<file path="src/rtl/score_pkg.sv">
// Shared definitions for the score controller: active-low 7-seg digit patterns,
// FSM state encoding and the BCD increment helper.
package score_pkg;

    localparam logic [6:0] SEG_0     = 7'b1000000;
    localparam logic [6:0] SEG_1     = 7'b1111001;
    localparam logic [6:0] SEG_2     = 7'b0100100;
    localparam logic [6:0] SEG_3     = 7'b0110000;
    localparam logic [6:0] SEG_4     = 7'b0011001;
    localparam logic [6:0] SEG_5     = 7'b0010010;
    localparam logic [6:0] SEG_6     = 7'b0000010;
    localparam logic [6:0] SEG_7     = 7'b1111000;
    localparam logic [6:0] SEG_8     = 7'b0000000;
    localparam logic [6:0] SEG_9     = 7'b0010000;
    localparam logic [6:0] SEG_BLANK = 7'b1111111;

    typedef enum logic [1:0] {
        ST_IDLE = 2'd0,
        ST_ADD  = 2'd1,
        ST_CMP  = 2'd2
    } state_t;

    // Callers never pass 8'h99; saturation is handled before this is used.
    function automatic logic [7:0] bcd_inc(input logic [7:0] v);
        if (v[3:0] == 4'd9)
            return {v[7:4] + 4'd1, 4'd0};
        else
            return {v[7:4], v[3:0] + 4'd1};
    endfunction

endpackage

</file>
<file path="src/rtl/bcd_to_seg7.sv">
// Combinational BCD digit to active-low 7-segment pattern {g,f,e,d,c,b,a}.
module bcd_to_seg7
    import score_pkg::*;
(
    input  logic [3:0] bcd,
    output logic [6:0] seg
);

    always_comb begin
        case (bcd)
            4'd0:    seg = SEG_0;
            4'd1:    seg = SEG_1;
            4'd2:    seg = SEG_2;
            4'd3:    seg = SEG_3;
            4'd4:    seg = SEG_4;
            4'd5:    seg = SEG_5;
            4'd6:    seg = SEG_6;
            4'd7:    seg = SEG_7;
            4'd8:    seg = SEG_8;
            4'd9:    seg = SEG_9;
            default: seg = SEG_BLANK;
        endcase
    end

endmodule

</file>
<file path="src/rtl/score_ctrl.sv">
// Round-robin point-award arbiter with a saturating two-digit BCD score,
// session high score and blinking 7-segment display on a new high score.
module score_ctrl
    import score_pkg::*;
#(
    parameter int N_SRC     = 4,
    parameter int PTS_W     = 4,
    parameter int BLINK_DIV = 25_000_000
) (
    input  logic                   clk,
    input  logic                   rst,
    input  logic                   clr,
    input  logic [N_SRC-1:0]       req,
    input  logic [N_SRC*PTS_W-1:0] pts,
    output logic [N_SRC-1:0]       ack,
    output logic [7:0]             score_bcd,
    output logic [7:0]             hi_bcd,
    output logic                   new_hi,
    output logic                   sat,
    output logic [6:0]             seven_dis,
    output logic [6:0]             seven_dis1
);

    localparam int IDX_W = (N_SRC > 1) ? $clog2(N_SRC) : 1;
    localparam int BLK_W = (BLINK_DIV > 1) ? $clog2(BLINK_DIV) : 1;
    localparam logic [BLK_W-1:0] BLK_MAX = BLK_W'(BLINK_DIV - 1);

    state_t           state, state_n;
    logic [IDX_W-1:0] ptr, ptr_n, grant_idx;
    logic             found;
    logic [PTS_W-1:0] cnt, cnt_n;
    logic [7:0]       score_n, hi_n;
    logic             new_hi_n, sat_n;
    logic [BLK_W-1:0] blink_cnt;
    logic             blink_on;
    logic [6:0]       seg_tens, seg_ones;
    int               j;

    // Search starts at ptr and wraps, so the last winner becomes lowest priority.
    always_comb begin
        found     = 1'b0;
        grant_idx = '0;
        j         = 0;
        for (int i = 0; i < N_SRC; i++) begin
            j = int'(ptr) + i;
            if (j >= N_SRC)
                j = j - N_SRC;
            if (!found && req[j]) begin
                found     = 1'b1;
                grant_idx = IDX_W'(j);
            end
        end
    end

    always_comb begin
        state_n  = state;
        ptr_n    = ptr;
        cnt_n    = cnt;
        score_n  = score_bcd;
        hi_n     = hi_bcd;
        new_hi_n = new_hi;
        sat_n    = sat;
        ack      = '0;
        if (clr) begin
            state_n  = ST_IDLE;
            cnt_n    = '0;
            score_n  = 8'h00;
            sat_n    = 1'b0;
            new_hi_n = 1'b0;
        end else begin
            case (state)
                ST_IDLE: begin
                    if (found) begin
                        ack[grant_idx] = 1'b1;
                        cnt_n          = pts[grant_idx*PTS_W +: PTS_W];
                        ptr_n          = (int'(grant_idx) == N_SRC - 1) ? '0
                                                                        : grant_idx + IDX_W'(1);
                        state_n        = ST_ADD;
                    end
                end
                // Leave on the last unit so a request costs pts+2 cycles in total.
                ST_ADD: begin
                    if (cnt == '0) begin
                        state_n = ST_CMP;
                    end else if (score_bcd == 8'h99) begin
                        sat_n   = 1'b1;
                        cnt_n   = '0;
                        state_n = ST_CMP;
                    end else begin
                        score_n = bcd_inc(score_bcd);
                        cnt_n   = cnt - PTS_W'(1);
                        if (cnt == PTS_W'(1))
                            state_n = ST_CMP;
                    end
                end
                ST_CMP: begin
                    if (score_bcd > hi_bcd) begin
                        hi_n     = score_bcd;
                        new_hi_n = 1'b1;
                    end
                    state_n = ST_IDLE;
                end
                default: state_n = ST_IDLE;
            endcase
        end
    end

    always_ff @(posedge clk) begin
        if (rst) begin
            state     <= ST_IDLE;
            ptr       <= '0;
            cnt       <= '0;
            score_bcd <= 8'h00;
            hi_bcd    <= 8'h00;
            new_hi    <= 1'b0;
            sat       <= 1'b0;
        end else begin
            state     <= state_n;
            ptr       <= ptr_n;
            cnt       <= cnt_n;
            score_bcd <= score_n;
            hi_bcd    <= hi_n;
            new_hi    <= new_hi_n;
            sat       <= sat_n;
        end
    end

    bcd_to_seg7 u_tens (.bcd(score_bcd[7:4]), .seg(seg_tens));
    bcd_to_seg7 u_ones (.bcd(score_bcd[3:0]), .seg(seg_ones));

    // Blink only runs while new_hi is set; otherwise it is parked in the on phase.
    always_ff @(posedge clk) begin
        if (rst) begin
            blink_cnt  <= '0;
            blink_on   <= 1'b1;
            seven_dis  <= SEG_0;
            seven_dis1 <= SEG_0;
        end else begin
            if (clr || !new_hi) begin
                blink_cnt <= '0;
                blink_on  <= 1'b1;
            end else if (blink_cnt == BLK_MAX) begin
                blink_cnt <= '0;
                blink_on  <= ~blink_on;
            end else begin
                blink_cnt <= blink_cnt + BLK_W'(1);
            end
            seven_dis  <= blink_on ? seg_tens : SEG_BLANK;
            seven_dis1 <= blink_on ? seg_ones : SEG_BLANK;
        end
    end

endmodule

</file>
<file path="config.mk">
export PLATFORM = sky130hd
export DESIGN_NAME = score_ctrl
export DESIGN_NICKNAME = d
export VERILOG_FILES = /design/src/rtl/score_pkg.sv /design/src/rtl/bcd_to_seg7.sv /design/src/rtl/score_ctrl.sv
export SDC_FILE = /design/constraint.sdc
export NUM_CORES = 1
export LEC_CHECK = 0
export CORE_UTILIZATION = 52
export CTS_CLUSTER_DIAMETER = 80
export DETAILED_ROUTE_END_ITERATION = 8
export PLACE_DENSITY = 0.86
export SYNTH_ARGS = -nofsm -noshare
export SYNTH_HDL_FRONTEND = slang
export SYNTH_SLANG_ARGS = --single-unit
</file>
<file path="constraint.sdc">
create_clock -name clk -period 4.4 [get_ports clk]
set_input_delay 0.44 -clock clk [delete_from_list [all_inputs] [get_ports clk]]
set_output_delay 0.44 -clock clk [all_outputs]
set_load 0.03 [all_outputs]
</file>
=== Word level (Yosys, flattened, before mapping) ===
Memory sizes are Yosys's and may differ from the RTL's. A register that Yosys moved wholly into a read port is not among the register bits.
Index checks and enable logic that the tools add are counted.

* Output and inout bits: 36
* Register bits after elaboration: 66
* Latch bits: 0
* Bits in writable memories: 0
* ROM bits: 224
* Logic and storage cells: 124
* Input bits: 23
* Memories kept: 2

* $add $sub $neg: 12
* Magnitude comparators: 11
* Multiply operators: 0
* Bitwise operators: 4
* Eq/ne operators: 10
* Divide/modulo/power cells: 0
* Reduce and logical (&&, ||, !) cells: 24
* Shift-type cells: 1
* Multiplexer cells: 46

{| class="wikitable"
|+ Memory list
! memory !! depth !! bits a word !! read ports !! clocked after memory_dff !! wr ports !! line !! RTL
|-
| (no name shown) || 16 || 7 || 1 || 1 || 0 || bcd_to_seg7.sv:10 || <nowiki>case (bcd)</nowiki>
|-
| (no name shown) || 16 || 7 || 1 || 1 || 0 || bcd_to_seg7.sv:10 ||
|}

{| class="wikitable"
|+ Operators with widths
! operator !! number
|-
| $lt A32 B4 Y1 const B || 4
|-
| $mux W32 || 4
|-
| $mux W4 || 11
|-
| $add A25 B1 Y25 const B || 1
|-
| $eq A25 B25 Y1 const B || 1
|-
| $mux W2 || 9
|-
| $shiftx A16 B5 Y4 || 1
|-
| $reduce_and A3 Y1 || 5
|-
| $mux W1 || 13
|-
| $mux W6 || 2
|-
| $sub A3 B3 Y4 const B || 3
|-
| $ge A3 B3 Y1 const B || 3
|-
| $add A4 B1 Y4 const B || 2
|-
| $bmux W1 S2 || 4
|-
| $eq A8 B8 Y1 const B || 1
|-
| $gt A8 B8 Y1 || 1
|-
| $pmux W4 S2 || 1
|-
| $add A2 B2 Y3 const B || 2
|-
| $reduce_or A2 Y1 || 3
|-
| $eq A2 B1 Y1 const B || 2
|-
| $eq A4 B1 Y1 const B || 1
|-
| $eq A4 B4 Y1 const B || 1
|-
| $logic_and A1 B1 Y1 || 4
|-
| $logic_not A1 Y1 || 4
|-
| 20 further kinds || 25
|}

=== Depth between registers and ports, before layout ===
Gate-level depths: netlist of run 1.

* Word-level depth: 22
* Gate-level depth with buffers: 12
* Depth with buffers taken out: 11

=== By module ===
A second synthesis of run 1 with hierarchy kept.

* Cell total of the unflattened synthesis: 420
* Area, all modules: 3569.7 um^2

{| class="wikitable"
|+ By module, submodules not included
! module !! instances !! seq. area each (um^2) !! cells an instance !! area an instance (um^2)
|-
| score_ctrl || 1 || 1321.3 || 356 || 3159.3
|-
| bcd_to_seg7 (u_ones) || 1 || 0.0 || 33 || 210.2
|-
| bcd_to_seg7 (u_tens) || 1 || 0.0 || 31 || 200.2
|}

=== Worst setup path before layout of run 1 ===
OpenSTA, ideal clock, no wires.

* Path type: reg-to-reg
* Start point: reg score_bcd[5]
* End point: reg, netlist name u_ones.seg[0]
* Path slack: 1.530 ns
* Setup time: 0.125 ns
* Clock period less this slack: 2.870 ns
* Arrival time: 2.746 ns
* Stages on the path, launching flop included: 12
* Data required time: 4.275 ns
* Buffers on the path: 1
* Cells stage by stage: dfxtp_1 inv_1 ha_1 and3b_1 buf_6 a211oi_2 nor2_1 a2111oi_0 inv_1 ha_1 a21oi_1 a21oi_1

* Longest elaborated chain between the ends: 5

{| class="wikitable"
|+ RTL lines
! item !! line !! RTL
|-
| start, declared || score_ctrl.sv:16 || <nowiki>output logic [7:0] score_bcd,</nowiki>
|-
| start signal, assigned || score_ctrl.sv:121 || <nowiki>score_bcd <= score_n;</nowiki>
|-
| $eq A8 B8 Y1 || score_ctrl.sv:85 || <nowiki>end else if (score_bcd == 8'h99) begin</nowiki>
|-
| $not A1 Y1 (no source line) || -- ||
|-
| $reduce_and A3 Y1 (no source line) || -- ||
|-
| $mux W4 (no source line) (2 in a row) || -- ||
|}

Every way passes these cells.
A chain may end at the register's enable or synchronous reset.

=== Worst setup path in the final report of run 1 ===
* Start point: in req[3]
* End point: out ack[0]

* Longest elaborated chain between the ends: 20

{| class="wikitable"
|+ RTL lines
! item !! line !! RTL
|-
| start, declared || score_ctrl.sv:13 || <nowiki>input logic [N_SRC-1:0] req,</nowiki>
|-
| $bmux W1 S2 || score_ctrl.sv:48 || <nowiki>if (!found && req[j]) begin</nowiki>
|-
| $mux W1 (not written as such) (2 in a row) || score_ctrl.sv:48 ||
|-
| $mux W1 || score_ctrl.sv:48 ||
|-
| $logic_not A1 Y1 || score_ctrl.sv:48 ||
|-
| $logic_and A1 B1 Y1 || score_ctrl.sv:48 ||
|-
| $mux W1 || score_ctrl.sv:48 ||
|-
| $logic_not A1 Y1 || score_ctrl.sv:48 ||
|-
| $logic_and A1 B1 Y1 || score_ctrl.sv:48 ||
|-
| [... 3 more ...] || -- ||
|-
| $mux W2 || score_ctrl.sv:48 ||
|-
| $lt A2 B3 Y1 (not written as such) or $ge A2 B1 Y1 (tied branches) || score_ctrl.sv:74 || <nowiki>ack[grant_idx] = 1'b1;</nowiki>
|-
| $logic_and A1 B1 Y1 (not written as such) || score_ctrl.sv:74 ||
|-
| $mux W1 (not written as such) || score_ctrl.sv:74 ||
|-
| $demux W1 S2 || score_ctrl.sv:74 ||
|-
| $mux W4 (*) || score_ctrl.sv:73 || <nowiki>if (found) begin</nowiki>
|-
| $mux W4 (*) || score_ctrl.sv:71 || <nowiki>case (state)</nowiki>
|-
| $mux W4 (*) || score_ctrl.sv:64 || <nowiki>if (clr) begin</nowiki>
|-
| end, declared || score_ctrl.sv:15 || <nowiki>output logic [N_SRC-1:0] ack,</nowiki>
|}

Mark *: on every way between the ends. The rest lies on a longest branch, timed or not. The select of a mux whose other input is x is not followed.

==> results of run 1 <==
==> through the flow <==
stage          area, sq um  setup slack, ns   util
2_1_floorplan         3980             1.53      -
3_3_place_gp          4640             1.26  0.633
3_5_place_dp          4640             1.20  0.633
4_1_cts               4820             1.19  0.658
5_1_grt               4820            0.864  0.658
6_report              4820             1.17  0.658
==> per-layer routing <==
layer,track usage,routed length [um],vias to the layer above
met3,0.0489,278,13
met4,0.0851,101,0
met5,0,0,-
met2,0.400,4260,58
li1,-,-,1630
met1,0.257,3680,1529
==> critical path, delay by kind of cell <==
family        cells  cell delay (ns)
fa+ha+maj         1             0.24
buf+inv           4             1.33
simple gates      3             0.78
==> cells by family after synthesis <==
| logic type | after synthesis |
|---|---|
| AOI/OAI and AO/OA | 71 |
| xor gates and xnor gates | 28 |
| adders and majority gates | 29 |
| buffers and inverters | 56 |
| DFF | 80 |
| muxes | 24 |
| and+or+nand+nor | 159 |
==> final cells by class <==
type,count,share of cell area
inverters,42,0.0327
well taps,99,0.0257
flip-flops and latches,80,0.332
clock inverters,7,0.0114
clock buffers,9,0.0257
multi-input cells,311,0.449
repair buffers,60,0.124
==> cell usage after synthesis, types with 5 or more instances <==
| master | count | area share |
|---|---|---|
| nor2_1 | 59 | 0.056 |
| nor3_1 | 8 | 0.010 |
| xnor2_1 | 10 | 0.022 |
| nand2b_1 | 6 | 0.0094 |
| nand2_1 | 24 | 0.023 |
| xor2_1 | 18 | 0.040 |
| inv_1 | 41 | 0.039 |
| and2_1 | 7 | 0.011 |
| mux2i_1 | 14 | 0.035 |
| nand3_1 | 13 | 0.016 |
| mux2_2 | 9 | 0.025 |
| o21ai_0 | 9 | 0.011 |
| and4_1 | 5 | 0.011 |
| and3_1 | 5 | 0.0079 |
| nor2b_1 | 6 | 0.0094 |
| nor4_1 | 5 | 0.0079 |
| a21oi_1 | 32 | 0.040 |
| dfxtp_1 | 80 | 0.40 |
| clkbuf_1 | 12 | 0.011 |
| ha_1 | 29 | 0.091 |
==> report_power, final <==
part / switching [mW] / internal, mW / total (mW)
clock: 0.276 / 0.208 / 0.484
combinational: 0.0797 / 0.0704 / 0.150
sequential: 0.0109 / 0.733 / 0.744
==> registers in the layout, summed over array words and instances (netlist names) <==
register	count
sat	1
ptr	2
seven_dis	7
cnt	4
seven_dis1	7
u_ones.seg	7
blink_cnt	25
blink_on	1
score_bcd	8
u_tens.seg	7
new_hi	1
hi_bcd	8
state	2
==> path summary, 6_finish.rpt <==
check                                          endpoint  slack (ns)  depth (start not counted)
worst max-delay path                             ack[0]        1.17                          8
worst min-delay path            seven_dis[6]$_SDFF_PP1_        0.43                          1
worst max register to register    u_ones.seg[3]$_DFF_P_        1.24                         10
worst min register to register  seven_dis[6]$_SDFF_PP1_        0.43                          1
==> out/results.md, run 1 <==
| Item | Value |
|---|---|
| Run status | complete, no violations |
| Synthesized Nets | 499 |
| Number of nets in the layout | 556 |
| Final period util | 0.735 |
| Dpl hpwl | 6290 um |
| Post-Route Skew | 0.00862 ns |
| Highest attainable clock frequency | 309 MHz |
| Proportion of layout cells with a drive suffix above 1 | 0.0786 |
| Slew at the pin closest to its max-slew limit | 0.937 ns |
| Number of instances in the placed design | 592 |
| Cts-stage hold buffer count | 0 |
| Total of max-cap violations | 0 |
| Synth Area in XOR/XNOR | 0.0616 |
| Min-delay src | u_tens.seg[6]$_DFF_P_ |
| Pre-antenna DRT Iters | 5 |
| Area of the core | 7330 sq um |
| Simple-gate share of the synthesized area | 0.210 |
| Reg2reg start | score_bcd[1]$_SDFFE_PP0N_ |
| Required time of the critical path | 3.96 ns |
| Final GP Congestion | 0.841 |
| Power density cells | 286 nW/um^2 |
| Clock latency at the later pin of the worst-skew pair | 0.35 ns |
| Multi-input gate area | 2160 sq um |
| Synthesized area divided by synthesized cell count | 8.91 sq um |
| Layout area overhead | 21.0% |
| Antenna diode count | 0 |
| Chip Height | 89.5 um |
| Number of synthesis warnings | 0 |
| H-Tree Depth | 3 |
| Worst voltage drop across the vdd grid | 0.165 mV |
| Type of element capturing the critical path | output pin |
| Commonest non-fill, non-tap cell in the layout | dfxtp_1 |
| Global-route wire length before repair | 13,600 um |
| Synthesized netlist cell count | 447 |
| Total length of routed wires | 8320 um |
| Reg area | 1600 sq um |
| Synthesis-stage register bit count | 80 |
| Mux contribution to synthesized area | 0.0641 |
| Unrepaired setup endpoints after global routing | false |
| Number of enable-type register cells in the synthesized netlist | 0 |
| CP Data Arrival Time | 2.79 ns |
| Minimum hold slack | 0.434 ns |
| CTS Buf Count | 9 |
| Post-synthesis cell area | 3980 sq um |
| Count of buffers added by post-CTS timing repair for setup | 0 |
| Via/cell ratio | 5.31 |
| Min-delay worst type | flop to flop |
| Adder-cell share of the synthesized area | 0.0911 |
| Final total power | 1.38 mW |
| CTS tree | yes |
| Total global routing overflow | 0 |
| Leakage power | 1.89 nW |
| Area fraction in compound gates after synthesis | 0.117 |
| Die outline area | 8020 sq um |
| Number of buffers inserted by port buffering | 58 |
| Final Hold Vio Count | 0 |
| Clock buffer depth | 2 |
| Leading cell types in the layout, fill and taps excluded | dfxtp_1, nor2_1, clkdlybuf4s50_1 |
| Delay of the slowest critical-path stage | 0.59 ns |
| Combinational family with the most area after synthesis | simple AND/OR/NAND/NOR gates |
| Critical Path Source | req[3] |
| Cell Chain, Critical Path | clkdlybuf4s50_1 -> inv_1 -> and3_1 -> nor3_1 -> inv_1 -> ha_1 -> and2_1 -> clkdlybuf4s50_1 |
| Start-to-end type of the worst setup path | input pin to output pin |
| Proportion of synthesized flip-flops having asynchronous set or reset | 0 |
| Maximum number of pins on one net before global-route repair | 26 |
| Aggregate global-route resource usage | 0.222 |
| Clock transition time at the flip-flop clock pins of the worst setup and hold paths | 0.09 ns |
| Num ports | 59 |
| Crit-path slowest cell | clkdlybuf4s50_1 |
| Row Count | 31 |
| Share of the yosys chip area belonging to registers | 0.402 |
| Critical Path Source Type | input pin |
| Fill cell count | 585 |
| Overall via count from detail_route | 3,230 |
| Die width | 89.5 um |
| DRC viols | 0 |
| Cts repair resizes | 0 |
| Antenna violation net count after detailed routing | 0 |
| Vias in the first global route | 3,131 |
| Root Buffer Master | clkbuf_8 |
| TNS Setup | 0 ns |
| Library cells used by synthesis | 56 |
| Main synth FF type | dfxtp_1 |
| Largest fanout of any net on the critical path | 5 |
| Time the worst path needs with I/O delays and setup | 3.23 ns |
| Initial antenna violation count | 0 |
| Worst-case headroom to the max-slew limit | 0.374 |
| Clock sink count | 80 |
| Initial cell density of the core | 0.543 |
| Setup-failing EPs final | 0 |
| Pins over their slew limit | 0 |
| Initial detailed-routing violation count | 143 |
| Average detailed-routed wire length per instance | 13.7 um |
| Cell Count, Final, Fillers Out | 608 |
(Power assumes the default switching activity.)
==> run 2: changes to the inputs <==
- CORE_UTILIZATION: 52 -> 49
- PLACE_DENSITY: 0.86 -> 0.85
- clock period: 4.4 -> 2.75 ns (I/O delays scaled with it)
==> run 2 against run 1 <==
Against the previous run: critical path depth rose by 3; clock skew rose by 0.0018 ns; sequential share of layout area fell by 1.5 points; via count rose by 5.6%; cell count rose by 4.1%; power rose by 76%; clock power rose by 98%; setup slack got worse by 1.1 ns; final area rose by 5.0%; clock-buffer cell count rose by 3.
==> out/results.md, run 2 (synthesized netlist as in run 1, its figures left out) <==
| Item | Value | Change |
|---|---|---|
| Design Area, Final | 5060 sq um | +5.0% |
| Slew at the pin closest to its max-slew limit | 1.01 ns | +0.0692 ns |
| Die width | 92.2 um | +2.9% |
| Total global routing overflow | 0 | unchanged |
| Final GP Congestion | 0.859 | +2.2% |
| Final period util | 0.959 |  |
| Largest fanout of any net on the critical path | 6 | +1 |
| Clock latency at the later pin of the worst-skew pair | 0.35 ns | about the same |
| Root Buffer Master | clkbuf_8 |  |
| Number of stages on the worst hold path | 1 | unchanged |
| H-Tree Depth | 3 | unchanged |
| Placement-stage worst setup slack | -0.0446 ns | -1.25 ns |
| Chip Height | 92.2 um | +2.9% |
| CP Data Arrival Time | 2.85 ns | +0.06 ns |
| Leakage power | 2.09 nW | +11% |
| Setup slack, reg-to-reg | 0.11 ns | -1.13 ns |
| Total placed instance area | 4790 sq um | +3.1% |
| Run status | complete, no violations |  |
| Min-delay src | u_ones.seg[6]$_DFF_P_ |  |
| Registers with the most flip-flops | blink_cnt: 25 flops, hi_bcd: 8 flops, score_bcd: 8 flops |  |
| Total of max-cap violations | 0 | unchanged |
| Critical R2R Capture | u_ones.seg[5]$_DFF_P_ |  |
| Antenna violation net count after detailed routing | 0 | unchanged |
| Antenna diode count | 0 | unchanged |
| Overall via count from detail_route | 3,410 | +5.6% |
| Initial cell density of the core | 0.510 | -0.0332 |
| Commonest non-fill, non-tap cell in the layout | dfxtp_1 |  |
| Aggregate global-route resource usage | 0.224 | +0.00185 |
| Buffers plus inverters on the worst setup path | 3 | -1 |
| Average detailed-routed wire length per instance | 14.5 um | +5.8% |
| Required time of the critical path | 2.96 ns | -1.00 ns |
| Worst voltage drop across the vdd grid | 0.339 mV | +110% |
| Num ports | 59 | unchanged |
| Number of cells on the critical path | 11 | +3 |
| Reg area | 1600 sq um | +0.16% |
| Pins over their slew limit | 0 | unchanged |
| Dpl hpwl | 6560 um | +4.3% |
| Initial detailed-routing violation count | 214 | +50% |
| Worst Hold Endpoint | seven_dis1[6]$_SDFF_PP1_ |  |
| Clock buffer depth | 2 | unchanged |
| Delay of the slowest critical-path stage | 0.40 ns | -0.19 ns |
| Post-Route Skew | 0.0104 ns | +0.00176 ns |
| Row Count | 32 | +3.2% |
| Number of buffers inserted by port buffering | 58 | unchanged |
| Final Hold Vio Count | 0 | unchanged |
| Min-delay worst type | flop to flop |  |
| Total length of routed wires | 9170 um | +10% |
| Proportion of layout cells with a drive suffix above 1 | 0.124 | +0.0457 |
| Cts-stage hold buffer count | 0 | unchanged |
| Time the worst path needs with I/O delays and setup | 2.64 ns |  |
| Highest attainable clock frequency | 379 MHz |  |
| Critical Path Source Type | flop |  |
| TNS Setup | 0 ns | unchanged |
| Worst-case headroom to the max-slew limit | 0.324 | -0.0500 |
| DRC viols | 0 | unchanged |
| Cell Chain, Critical Path | inv_1 -> ha_1 -> and3b_1 -> a211oi_4 -> buf_4 -> mux2i_1 -> nand2b_1 -> inv_1 -> ha_1 -> o21ai_0 -> a21oi_1 |  |
| Reg with most FFs | blink_cnt |  |
| CTS Buf Count | 9 | unchanged |
| Final total power | 2.42 mW | +76% |
| Power density cells | 478 nW/um^2 | +67% |
| Maximum number of pins on one net before global-route repair | 26 | unchanged |
| Setup-failing EPs final | 0 | unchanged |
| Leading cell types in the layout, fill and taps excluded | dfxtp_1, nor2_1, clkdlybuf4s50_1 |  |
| Number of nets in the layout | 579 | +4.1% |
| Start-to-end type of the worst setup path | flop to flop |  |
| Clock sink count | 80 | unchanged |
| Depth of the worst register-to-register path | 11 | +1 |
| Crit-path slowest cell | dfxtp_2 |  |
| Type of element capturing the critical path | flop |  |
| Initial antenna violation count | 0 | unchanged |
| Largest delay contributor family on the critical path | compound AO/OA/AOI/OAI gates |  |
| Multi-input gate area | 2190 sq um | +0.98% |
| Clock transition time at the flip-flop clock pins of the worst setup and hold paths | 0.08 ns | about the same |
| Pre-antenna DRT Iters | 6 | +1 |
| Global-route wire length before repair | 15,100 um | +11% |
| Layout area overhead | 27.1% |  |
| Reg2reg start | score_bcd[1]$_SDFFE_PP0N_ |  |
| Vias in the first global route | 3,393 | +8.4% |
| Worst Slack Setup Final | 0.112 ns | -1.05 ns |
| Die outline area | 8490 sq um | +6.0% |
| Via/cell ratio | 5.39 | +1.4% |
| Flip-flop count of the largest register after layout | 25 | unchanged |
| Fill cell count | 640 | +9.4% |
| Area of the core | 7810 sq um | +6.5% |
| CTS tree | yes |  |
==> run 2: cell type report <==
| type | count | area share |
|---|---|---|
| clock buffers | 12 | 0.0306 |
| clock inverters | 3 | 0.0128 |
| inverters | 42 | 0.0311 |
| multi-input cells | 311 | 0.432 |
| flip-flops and latches | 80 | 0.317 |
| well taps | 102 | 0.0252 |
| repair buffers | 83 | 0.152 |
==> run 2: worst max path at each step <==
stage                                         start                    end
after floorplan           score_bcd[1]$_SDFFE_PP0N_  u_ones.seg[0]$_DFF_P_
after global placement                       req[0]                 ack[2]
after detailed placement                     req[0]                 ack[0]
after CTS                 score_bcd[1]$_SDFFE_PP0N_  u_ones.seg[5]$_DFF_P_
after global routing      score_bcd[5]$_SDFFE_PP0P_  u_tens.seg[0]$_DFF_P_
final                     score_bcd[1]$_SDFFE_PP0N_  u_ones.seg[5]$_DFF_P_
==> run 2: metal layers <==
metal / up-vias / routed length [um] / track usage
li1: 1676 / - / -
met1: 1610 / 3880 / 0.256
met2: 95 / 4680 / 0.400
met3: 29 / 389 / 0.0556
met4: 0 / 215 / 0.0846
met5: - / 0 / 0
==> run 2: stage by stage <==
stage	util	hold WS (ns)	instances
after floorplan	-	0.397	447
after global placement	0.613	0.409	614
after global routing	0.649	0.463	633
after detailed placement	0.613	0.407	614
after CTS	0.643	0.430	629
final	0.649	0.426	633
==> run 2: where the power goes <==
part           switching [mW]  internal [mW]  leakage [nW]
Sequential             0.0185           1.17         0.647
Combinational           0.138          0.133          1.33
Clock                   0.404          0.555         0.112
Total                   0.561           1.86          2.09
==> run 2: timing repair <==
action,4_1_cts,5_1_grt
buffers inserted,0,4
endpoints found under the setup margin,4,9
pin swaps,0,2
gates resized for setup,2,4
